==> config.mk <==
export PLATFORM = sky130hd
export DESIGN_NAME = elevator_car_ctrl_flat
export DESIGN_NICKNAME = d
export VERILOG_FILES = /design/src/rtl/elevator_car_ctrl_if.sv /design/src/rtl/elevator_car_ctrl.sv /design/src/flat_wrapper.sv
export SDC_FILE = /design/constraint.sdc
export NUM_CORES = 1
export LEC_CHECK = 0
export ABC_AREA = 1
export BUFFER_PORTS_ARGS = -buffer_cell sky130_fd_sc_hd__clkbuf_2
export CORE_MARGIN = 2
export CORE_UTILIZATION = 30
export CTS_CLUSTER_DIAMETER = 50
export DETAILED_ROUTE_END_ITERATION = 12
export PLACE_DENSITY = 0.44
export SLEW_MARGIN = 20
export SYNTH_ARGS = -nofsm -noshare
export SYNTH_HDL_FRONTEND = slang
export SYNTH_SLANG_ARGS = --single-unit
==> constraint.sdc <==
create_clock -name clk -period 2.2 [get_ports clk]
set_clock_uncertainty 0.2 [all_clocks]
set_input_delay 0.55 -clock clk [delete_from_list [all_inputs] [get_ports clk]]
set_output_delay 0.55 -clock clk [all_outputs]
set_load 0.02 [all_outputs]
==> src/rtl/elevator_car_ctrl_if.sv <==
// elevator_car_ctrl_if: floor-request valid/ready handshake between a request source and the car controller
interface elevator_car_ctrl_if #(parameter int WIDTH = 4);
    logic             req_valid;
    logic [WIDTH-1:0] req_floor;
    logic             req_ready;
    modport master(output req_valid, req_floor, input req_ready);
    modport slave(input req_valid, req_floor, output req_ready);
endinterface

==> src/rtl/elevator_car_ctrl.sv <==
// elevator_car_ctrl: single-car controller; accepts one floor request in IDLE, travels floor by floor, dwells with doors open
module elevator_car_ctrl #(
    parameter int WIDTH        = 4,
    parameter int TOP_FLOOR    = 9,
    parameter int TRAVEL_TICKS = 4,
    parameter int DWELL_TICKS  = 3
) (
    input  logic                 clk,
    input  logic                 reset,
    input  logic                 enable,
    elevator_car_ctrl_if.slave   req,
    output logic [WIDTH-1:0]     floor,
    output logic                 moving,
    output logic                 dir_up,
    output logic                 door_open,
    output logic                 arrived,
    output logic                 err_range
);
    localparam int TW = $clog2(TRAVEL_TICKS + 1);
    localparam int DW = $clog2(DWELL_TICKS + 1);

    typedef enum logic [1:0] {IDLE, MOVE, DWELL} state_t;

    state_t           state, state_n;
    logic [WIDTH-1:0] target, target_n, floor_n;
    logic [TW-1:0]    tick, tick_n;
    logic [DW-1:0]    dwell, dwell_n;
    logic             dir_n, arr_n, err_n, accept;

    assign req.req_ready = (state == IDLE);
    assign moving        = (state == MOVE);
    assign door_open     = (state == DWELL);
    assign accept        = req.req_valid & req.req_ready;

    always_comb begin
        state_n  = state;
        target_n = target;
        floor_n  = floor;
        tick_n   = tick;
        dwell_n  = dwell;
        dir_n    = dir_up;
        arr_n    = 1'b0;
        err_n    = 1'b0;
        case (state)
            IDLE: if (accept) begin
                if (req.req_floor > WIDTH'(TOP_FLOOR)) begin
                    err_n = 1'b1;
                end else if (req.req_floor == floor) begin
                    state_n = DWELL;
                    dwell_n = '0;
                    arr_n   = 1'b1;
                end else begin
                    target_n = req.req_floor;
                    dir_n    = req.req_floor > floor;
                    tick_n   = '0;
                    state_n  = MOVE;
                end
            end
            MOVE: if (enable) begin
                if (tick == TW'(TRAVEL_TICKS - 1)) begin
                    tick_n = '0;
                    // step is clamped so a corrupted target can never push the car off the shaft
                    floor_n = dir_up ? ((floor < WIDTH'(TOP_FLOOR)) ? floor + WIDTH'(1) : floor)
                                     : ((floor != '0) ? floor - WIDTH'(1) : floor);
                    if (floor_n == target) begin
                        state_n = DWELL;
                        dwell_n = '0;
                        arr_n   = 1'b1;
                    end
                end else begin
                    tick_n = tick + TW'(1);
                end
            end
            DWELL: begin
                state_n = (dwell == DW'(DWELL_TICKS - 1)) ? IDLE : DWELL;
                dwell_n = (dwell == DW'(DWELL_TICKS - 1)) ? '0 : dwell + DW'(1);
            end
            default: state_n = IDLE;
        endcase
    end

    always_ff @(posedge clk or posedge reset) begin
        if (reset) begin
            state     <= IDLE;
            target    <= '0;
            floor     <= '0;
            tick      <= '0;
            dwell     <= '0;
            dir_up    <= 1'b1;
            arrived   <= 1'b0;
            err_range <= 1'b0;
        end else begin
            state     <= state_n;
            target    <= target_n;
            floor     <= floor_n;
            tick      <= tick_n;
            dwell     <= dwell_n;
            dir_up    <= dir_n;
            arrived   <= arr_n;
            err_range <= err_n;
        end
    end
endmodule

==> src/flat_wrapper.sv <==
// flat-port wrapper written by rule: the top's interface ports become plain ports
module elevator_car_ctrl_flat 
#(
    parameter int WIDTH        = 4,
    parameter int TOP_FLOOR    = 9,
    parameter int TRAVEL_TICKS = 4,
    parameter int DWELL_TICKS  = 3
)
  (clk, reset, enable, floor, moving, dir_up, door_open, arrived, err_range, req_req_valid, req_req_floor, req_req_ready);
  elevator_car_ctrl_if #(.WIDTH(WIDTH)) req_i ();
  input  logic clk;
  input  logic reset;
  input  logic enable;
  output logic [WIDTH-1:0] floor;
  output logic moving;
  output logic dir_up;
  output logic door_open;
  output logic arrived;
  output logic err_range;
  input wire logic [$bits(req_i.req_valid)-1:0] req_req_valid;
  input wire logic [$bits(req_i.req_floor)-1:0] req_req_floor;
  output wire logic [$bits(req_i.req_ready)-1:0] req_req_ready;
  assign req_i.req_valid = req_req_valid;
  assign req_i.req_floor = req_req_floor;
  assign req_req_ready = req_i.req_ready;
  elevator_car_ctrl #(.WIDTH(WIDTH), .TOP_FLOOR(TOP_FLOOR), .TRAVEL_TICKS(TRAVEL_TICKS), .DWELL_TICKS(DWELL_TICKS)) u_core (.clk(clk), .reset(reset), .enable(enable), .req(req_i), .floor(floor), .moving(moving), .dir_up(dir_up), .door_open(door_open), .arrived(arrived), .err_range(err_range));
endmodule
==> summary.txt, run 1 <==
largest net degree at the start of global routing: 19
highest metal used: met4
internal power: 1080 uW
initial antenna violation count: 0
largest family of logic cells by synthesized area: simple AND/OR/NAND/NOR gates
Final Hold Vio Count: 0
Final Util: 37.4%
CTS root buf: clkbuf_8
row cnt: 23
cell area after layout: 1460 um2
Comb pwr share: 60.0%
Syn Nets: 181
leading area contributor after synthesis: dfrtp_1
crit path kind: flop to output port
cell area power density: 1430 nW/um2
die height: 67.3 um
drt drc: 0
Worst-path clk slew: 0.08 ns
Crit path arrival time: 1.25 ns
Post-Syn Instances: 166
Detailed Place HPWL: 2.13 mm
mapped cell area: 1200 um2
synth cell count leaders: nand2_1 (46), inv_1 (29), dfrtp_1 (17), nand3_1 (14), nor2_1 (12)
commonest register cell after synthesis: dfrtp_1
multiplexer area fraction after synthesis: 0.832%
Synth cell types: 28
# clock sinks: 18
NetSw: 1010 uW
maximum clock path buffer count: 2
Final WS setup: 0.197 ns
Avg Cell Area, Syn: 7.24 um2
Post-CTS Setup Inserts: 0
Total GRT Usage: 13.6%
Slew Limit Fails: 0
Synth Area in Adders: 7.28%
chip width: 67.3 um
Routed WL: 2.63 mm
Top-Level Pins: 18
I/O Buffers: 17
placed inst area: 1390 um2
CTS tree: built
met3 wire length: 113 um
Initial Util: 30.7%
ranking of synthesized cells by area: dfrtp_1 (35%), nand2_1 (14%), inv_1 (9.1%), ha_1 (7.3%), nand3_1 (5.8%)
Worst Tran Pin Value: 0.375 ns
RSZ-0062 raised after global routing: no
clock share of power: 13.3%
Layout Nets: 209
Core Footprint: 3910 um2
Iter 0 DRT Violations: 58
power share of the sequential group: 26.7%
final count of negative-setup-slack endpoints: 0
vias in the first global route: 1,024
Seq cells post-synth: 18
Simple-Gate Fraction of Synth Area: 33.7%
# Max-Cap Violations: 0
worst-skew pair later-pin latency: 0.26 ns
P_leak: 0.000802 uW
crit share post-route: 91.0%
Data required, critical path: 1.45 ns
Final Critical Period: 2.00 ns
first-pass GRT wire length: 4.66 mm
Worst Hold Margin: 0.0765 ns
H-tree Lvls: 1
Post-synth EDFFs: 0
worst ir drop on vdd: 0.000488 V
die area: 4530 um2
asr flop ratio synth: 100%
Antenna Violating Nets Remaining: 0
total number of vias: 1,091
Warnings, synthesis: 0
Seq/Total Area, Yosys: 37.6%
Power Total: 2100 uW
Tightest Hold Check Type: primary input to async pin
number of diodes: 0
most common cell in the netlist: nand2_1
maximum fanout along the worst path: 6
Synth Area in Compound Gates: 9.26%
met1 wire length: 1.33 mm
GPL Wtd Cong: 0.809
CTS buffer count: 3
post-synth top area share: 35.4%
fmax: 0.499 GHz
vias per cell: 4.49
Pre-antenna DRT Iters: 4
XOR/XNOR share of the synthesized area: 0.728%
CP Capture Type: output port
grt total ovfl: 0
layout cells sized above 1: 24.4%
dpl ws: -0.0976 ns
status: finished clean
CP Launch Type: flop
met2 routed WL: 1.15 mm
Slew HR: 74.8%
wire per inst: 10.8 um
Layout area overhead: 21.7%
Sw Ratio: 48.3%
metal layers:
metal | vias up | global-route usage, %
met5 | - | 0
met4 | 0 | 6.38
met3 | 4 | 2.17
met2 | 24 | 20.7
met1 | 491 | 18.8
li1 | 572 | -
flip-flops by register name (all words and copies together) (netlist names):
name,cells
u_core.tick,3
u_core.err_range,1
u_core.arrived,1
u_core.dwell,2
u_core.floor,4
u_core.target,4
u_core.dir_up,1
u_core.state,2
power by group through the flow:
| stage | clock, uW | combinational (uW) | sequential [uW] |
|---|---|---|---|
| floorplan | 0 | 849 | 617 |
| global placement | 0 | 1220 | 563 |
| detailed placement | 0 | 1230 | 564 |
| CTS | 289 | 1240 | 560 |
| global route | 300 | 1450 | 582 |
| finish | 278 | 1260 | 561 |
cell usage in the layout (no fill, tap or decap), types with 3 or more instances in the layout:
cell       n
inv_1     28
nand3_1   14
nand2_1   46
nand2_4    3
dfrtp_1   17
nand2_2    5
clkbuf_8   4
o21ai_0   10
ha_1       6
nor2_2     3
buf_4      7
clkbuf_2  17
nor2_1    12
per-stage QoR:
stage          instances  TNS [ns]
2_1_floorplan        166         0
3_3_place_gp         239         0
3_5_place_dp         239   -0.0976
4_1_cts              243         0
5_1_grt              243         0
6_report             243         0
path summary, 6_finish.rpt:
check	startpoint	to	slack, ns	depth (start not counted)
setup / recovery	u_core.state[0]$_DFFE_PP0P_	moving	0.20	3
hold / removal	reset	u_core.state[0]$_DFFE_PP0P_	0.08	3
setup reg to reg	u_core.floor[3]$_DFFE_PP0P_	u_core.tick[0]$_DFFE_PP0P_	0.20	12
hold reg to reg	u_core.target[1]$_DFFE_PP0P_	u_core.target[1]$_DFFE_PP0P_	0.30	2
max in group asynchronous	reset	u_core.dir_up$_DFFE_PP1P_	1.47	3
min in group clk	u_core.target[1]$_DFFE_PP0P_	u_core.target[1]$_DFFE_PP0P_	0.30	2
layout make-up:
class / count / area [um2]
Clock buffer: 4 / 55.1
Fill cell: 451 / 2450
Inverter: 31 / 116
Multi-Input combinational cell: 116 / 641
Sequential cell: 18 / 452
Tap cell: 50 / 62.6
Timing Repair Buffer: 24 / 138
critical path: stages (launching register included):
cell and delay (ns):
dfrtp_1 0.40, inv_1 0.05, nor2_1 0.30, clkbuf_2 0.24
cells by family after synthesis:
| group | after synthesis |
|---|---|
| compound gates | 19 |
| mux | 1 |
| flops | 18 |
| fa+ha+maj | 7 |
| buf+inv | 32 |
| xor+xnor | 1 |
| simple gates | 88 |
what timing repair did:
action                                  4_1_cts  5_1_grt
endpoints found under the setup margin        0        4
hold buffers                                  0        0
resized for setup                             0        5
Note: power is estimated with default switching activity, not from simulation.
==> inputs of run 2 (changes only) <==
--- a/config.mk
+++ b/config.mk
@@ -5,11 +5,10 @@
 export SDC_FILE = /design/constraint.sdc
 export NUM_CORES = 1
 export LEC_CHECK = 0
-export ABC_AREA = 1
 export BUFFER_PORTS_ARGS = -buffer_cell sky130_fd_sc_hd__clkbuf_2
 export CORE_MARGIN = 2
 export CORE_UTILIZATION = 30
-export CTS_CLUSTER_DIAMETER = 50
+export CTS_CLUSTER_DIAMETER = 30
 export DETAILED_ROUTE_END_ITERATION = 12
 export PLACE_DENSITY = 0.44
 export SLEW_MARGIN = 20
==> summary.txt, run 2 <==
met1 wire length: 1.44 mm
Worst path max stage delay: 0.49 ns
Worst Hold Margin: 0.0000406 ns
initial antenna violation count: 0
Final Critical Period: 2.11 ns
I/O Buffers: 17
CTS root buf: clkbuf_8
crit path kind: flop to flop
leading cell types in the layout, fill and taps excluded: clkbuf_2 (17), buf_4 (15), dfrtp_1 (13)
most common cell in the netlist: dfrtp_1
worst-skew pair later-pin latency: 0.26 ns
CTS tree: built
registers with the most flip-flops: u_core.floor x4, u_core.target x4, u_core.tick x3
grt total ovfl: 0
die height: 69.3 um
Post-synth EDFFs: 0
Avg Cell Area, Syn: 9.21 um2
Slew Limit Fails: 0
Seq cells post-synth: 18
chip width: 69.3 um
highest metal used: met4
Final WS setup: 0.0878 ns
Synth cell types: 44
crit share post-route: 96.0%
maximum clock path buffer count: 2
leading area contributor after synthesis: dfrtp_1
Final Hold Vio Count: 0
worst ir drop on vdd: 0.000507 V
drt drc: 0
wire per inst: 14.0 um
DP Cell Count: 215
synth cell count leaders: dfrtp_1 (17), nand2_1 (10), inv_1 (9), nor2_1 (9), o21ai_0 (9)
number of fill cells: 428
Cell Count, Final, Fillers Out: 223
Warnings, synthesis: 0
asr flop ratio synth: 100%
most common cell after layout, fill and taps aside: clkbuf_2
largest net degree at the start of global routing: 12
met3 wire length: 166 um
Pre-antenna DRT Iters: 4
Detailed Place HPWL: 2.47 mm
Post-CTS Hold Fix Bufs: 0
Seq/Total Area, Yosys: 35.3%
CP Launch Type: flop
Crit path arrival time: 2.07 ns
final count of negative-setup-slack endpoints: 0
Worst-path clk slew: 0.07 ns
Antenna Violating Nets Remaining: 0
maximum fanout along the worst path: 6
fmax: 0.473 GHz
die area: 4810 um2
Top-Level Pins: 18
Layout Nets: 189
P_leak: 0.000744 uW
vias per cell: 5.11
Routed WL: 3.13 mm
Post-Syn Instances: 139
dpl ws: -0.0748 ns
Worst Tran Pin Value: 0.418 ns
crit path cell chain: inv_1 -> ha_4 -> nand2b_4 -> mux2i_4 -> a2111oi_2 -> nor4_4 -> a31o_1
H-tree Lvls: 1
vias in the first global route: 1,080
layout cells sized above 1: 36.4%
placed inst area: 1500 um2
CTS buffer count: 3
mapped cell area: 1280 um2
commonest register cell after synthesis: dfrtp_1
Layout area overhead: 30.1%
post-synth top area share: 33.2%
status: finished clean
Slew HR: 72.1%
Tightest Hold Check Type: primary input to async pin
cell area after layout: 1670 um2
Total GRT Usage: 13.4%
number of diodes: 0
ranking of synthesized cells by area: dfrtp_1 (33%), ha_1 (6.8%), nand2b_1 (3.9%), o21ai_0 (3.5%), mux2_2 (3.5%)
Core Footprint: 4060 um2
Final Util: 41.0%
Initial Util: 31.5%
first-pass GRT wire length: 5.18 mm
row cnt: 23
cell area power density: 1240 nW/um2
CP Capture Type: flop
Syn Nets: 154
CP max-delay cell: a2111oi_2
# Max-Cap Violations: 0
GPL Wtd Cong: 0.787
Iter 0 DRT Violations: 42
total number of vias: 1,139
Data required, critical path: 2.15 ns
# clock sinks: 18
met2 routed WL: 1.50 mm
-- run 2: cell types whose count changed in the layout (fill, tap and decap cells not counted), moves of 4 or more --
cell	change
nand2_1	-36
inv_1	-19
buf_4	+8
nand2b_1	+8
nand3_1	-7
a21oi_1	+6
nand2_2	-5
a31oi_1	+4
dfrtp_1	-4
dfrtp_2	+4
mux2_2	+4
nand4_1	+4
-- run 2: final cells by class --
type | instances | area, um2 | area share, %
multi-input combinational | 109 | 840 | 50.4
sequential | 18 | 457 | 27.4
timing repair buffer | 33 | 218 | 13.1
tap | 50 | 62.6 | 3.76
clock buffer | 4 | 55.1 | 3.31
inverter | 9 | 33.8 | 2.03
-- run 2: routing by layer --
metal  track usage (%)  vias up
met4              2.61        0
met1              17.9      534
li1                  -      577
met2              21.6       23
met5                 0        -
met3              3.92        5
-- run 2: timing repair --
item / in CTS / in global routing
resized for setup: 1 / 11
gates cloned: 0 / 0
endpoints found under the setup margin: 4 / 6
pin swaps: 0 / 2
setup buffers: 0 / 4
-- run 2: worst max-delay path: cells and delay by family, from the launching register on --
family | cells | cell delay [ns]
AOI/OAI and AO/OA | 2 | 0.69
adders and majority gates | 1 | 0.20
buffers and inverters | 1 | 0.12
DFF | 1 | 0.40
muxes | 1 | 0.23
and+or+nand+nor | 2 | 0.17
-- run 2: worst paths after layout --
kind	startpoint	end	slack [ns]	cells past startpoint
setup / recovery	u_core.floor[0]$_DFFE_PP0P_	u_core.arrived$_DFF_PP0_	0.09	7
hold / removal	reset	u_core.tick[2]$_DFFE_PP0P_	0.00004	2
setup reg to reg	u_core.floor[0]$_DFFE_PP0P_	u_core.arrived$_DFF_PP0_	0.09	7
hold reg to reg	u_core.tick[0]$_DFFE_PP0P_	u_core.tick[0]$_DFFE_PP0P_	0.30	1
max in group asynchronous	reset	u_core.dir_up$_DFFE_PP1P_	1.28	3
min in group clk	u_core.tick[0]$_DFFE_PP0P_	u_core.tick[0]$_DFFE_PP0P_	0.30	1
-- run 2: kinds of logic (layout without fill, tap and decap cells) --
family | after synthesis | count (layout) | share of synthesized area [%]
XOR/XNOR | 3 | 3 | 2.05
adder cells (fa/ha/maj) | 7 | 7 | 6.84
buffers and inverters | 12 | 46 | 4.40
AND/OR/NAND/NOR | 59 | 59 | 27.2
multiplexers | 7 | 7 | 6.84
AO/OA/AOI/OAI | 33 | 33 | 17.4
flip-flops | 18 | 18 | 35.3
-- run 2: report_power, final --
group | switching [uW] | internal, uW
Sequential | 115 | 449
Combinational | 667 | 557
Clock | 118 | 159
-- run 2: metrics by stage --
step | power (uW) | TNS [ns]
floorplan | 1320 | 0
CTS | 1910 | 0
detailed placement | 1610 | -0.141
global route | 2240 | -0.0356
finish | 2060 | 0
global placement | 1610 | -0.145
==> inputs of run 3 (changes only) <==
--- a/config.mk
+++ b/config.mk
@@ -6,11 +6,14 @@
 export NUM_CORES = 1
 export LEC_CHECK = 0
 export BUFFER_PORTS_ARGS = -buffer_cell sky130_fd_sc_hd__clkbuf_2
+export CAP_MARGIN = 20
+export CELL_PAD_IN_SITES_DETAIL_PLACEMENT = 0
+export CELL_PAD_IN_SITES_GLOBAL_PLACEMENT = 1
 export CORE_MARGIN = 2
 export CORE_UTILIZATION = 30
 export CTS_CLUSTER_DIAMETER = 30
 export DETAILED_ROUTE_END_ITERATION = 12
-export PLACE_DENSITY = 0.44
+export PLACE_DENSITY = 0.55
 export SLEW_MARGIN = 20
 export SYNTH_ARGS = -nofsm -noshare
 export SYNTH_HDL_FRONTEND = slang
==> summary.txt, run 3 (synthesis gave the netlist of run 2 again) <==
worst reg2reg startpoint: u_core.floor[1]$_DFFE_PP0P_
RSZ-0062 raised after global routing: no
dpl ws: -0.150 ns
CTS buffer count: 3
cell area power density: 1250 nW/um2
vias per cell: 5.10
Crit path arrival time: 2.04 ns
Routed WL: 3.45 mm
most common cell after layout, fill and taps aside: buf_4
vias in the first global route: 1,190
crit share post-route: 95.9%
Final WS setup: 0.0894 ns
Detailed Place HPWL: 2.74 mm
worst ir drop on vdd: 0.000548 V
highest metal used: met4
final count of negative-setup-slack endpoints: 0
R2R depth: 8
Reg2Reg Capture Point: u_core.dwell[1]$_DFFE_PP0P_
met1 wire length: 1.64 mm
Iter 0 DRT Violations: 53
crit path cell chain: inv_2 -> ha_4 -> nand2b_4 -> mux2i_4 -> xnor2_2 -> nor4_4 -> buf_4 -> o211ai_1
# Max-Cap Violations: 0
r2r setup slk: 0.09 ns
maximum clock path buffer count: 2
status: finished clean
row cnt: 23
CP Capture Type: flop
CTS root buf: clkbuf_8
grt total ovfl: 0
Slew Limit Fails: 0
Core Footprint: 4060 um2
drt drc: 0
die height: 69.3 um
Initial Util: 31.5%
Post-CTS Hold Fix Bufs: 0
leading cell types in the layout, fill and taps excluded: buf_4 (28), clkbuf_2 (17), dfrtp_1 (13)
first-pass GRT wire length: 6.03 mm
I/O Buffers: 17
total number of vias: 1,199
die area: 4810 um2
registers with the most flip-flops: u_core.floor x4, u_core.target x4, u_core.tick x3
worst-skew pair later-pin latency: 0.25 ns
Final Util: 44.3%
CTS tree: built
Slew HR: 69.8%
met3 wire length: 98 um
worst setup path endpoint: u_core.dwell[1]$_DFFE_PP0P_
initial antenna violation count: 0
Data required, critical path: 2.13 ns
Top-Level Pins: 18
Worst Tran Pin Value: 0.450 ns
H-tree Lvls: 1
Total GRT Usage: 15.6%
maximum fanout along the worst path: 5
crit path kind: flop to flop
Final Hold Vio Count: 0
GPL Wtd Cong: 0.772
CP max-delay cell: dfrtp_2
Worst path max stage delay: 0.40 ns
Pre-antenna DRT Iters: 4
largest net degree at the start of global routing: 13
# clock sinks: 18
P_leak: 0.000806 uW
layout cells sized above 1: 42.7%
chip width: 69.3 um
Layout area overhead: 40.4%
number of diodes: 0
Tightest Hold Check Type: primary input to async pin
Worst-path clk slew: 0.07 ns
CP Launch Point: u_core.floor[1]$_DFFE_PP0P_
Final Critical Period: 2.11 ns
CP Launch Type: flop
fmax: 0.474 GHz
Layout Nets: 201
wire per inst: 14.7 um
met2 routed WL: 1.69 mm
Antenna Violating Nets Remaining: 0
run 3: cell types whose count changed in the layout (fill, tap and decap cells not counted), moves of 2 or more:
cell,previous run,this run
a2111oi_2,2,0
nor3_2,3,1
inv_2,0,2
inv_1,9,7
buf_4,15,28
a2111oi_4,1,3
run 3: repair_timing:
item,4_1_cts,5_1_grt
resized for setup,7,14
endpoints found under the setup margin,5,5
buffers inserted,4,0
pin swaps,2,7
run 3: where the power goes:
part / switching, uW / total [uW] / internal [uW]
clock: 115 / 274 / 159
sequential: 123 / 572 / 449
combinational: 737 / 1400 / 660
total: 975 / 2240 / 1270
run 3: worst min path at each step:
stage                                           from                         end  slack (ns)  depth (start not counted)
after floorplan           u_core.tick[2]$_DFFE_PP0P_  u_core.tick[2]$_DFFE_PP0P_        0.26                          1
after global placement    u_core.tick[2]$_DFFE_PP0P_  u_core.tick[2]$_DFFE_PP0P_        0.28                          1
after detailed placement  u_core.tick[0]$_DFFE_PP0P_  u_core.tick[0]$_DFFE_PP0P_        0.28                          1
after CTS                                      reset    u_core.arrived$_DFF_PP0_        0.05                          2
after global routing                           reset    u_core.arrived$_DFF_PP0_        0.07                          2
final                                          reset  u_core.err_range$_DFF_PP0_        0.04                          2
run 3: routing by layer:
layer	global-route usage, %	vias up
met2	25.4	14
li1	-	604
met3	3.49	2
met1	21.2	579
met4	3.27	0
met5	0	-
run 3: metrics by stage:
step           TNS [ns]  area (um2)  hold slack (ns)  std cells  total power [uW]
6_report              0        1800           0.0448        235              2240
5_1_grt               0        1800           0.0666        235              2430
2_1_floorplan         0        1290            0.257        139              1320
3_5_place_dp     -0.593        1590            0.283        227              1730
4_1_cts               0        1730           0.0522        235              2160
3_3_place_gp     -0.384        1590            0.281        227              1700
run 3: critical path, delay by kind of cell (launching register included):
kind / cells / cell delay, ns
xor gates and xnor gates: 1 / 0.12
buffers and inverters: 2 / 0.24
adders and majority gates: 1 / 0.18
and+or+nand+nor: 2 / 0.35
DFF: 1 / 0.40
AOI/OAI and AO/OA: 1 / 0.10
muxes: 1 / 0.37
run 3: area by class of cell:
type,count,area [um2]
Inverter,9,33.8
Tap cell,50,62.6
Fill cell,405,2260
Clock buffer,4,55.1
Timing Repair Buffer,45,295
Sequential cell,18,457
Multi-Input combinational cell,109,893
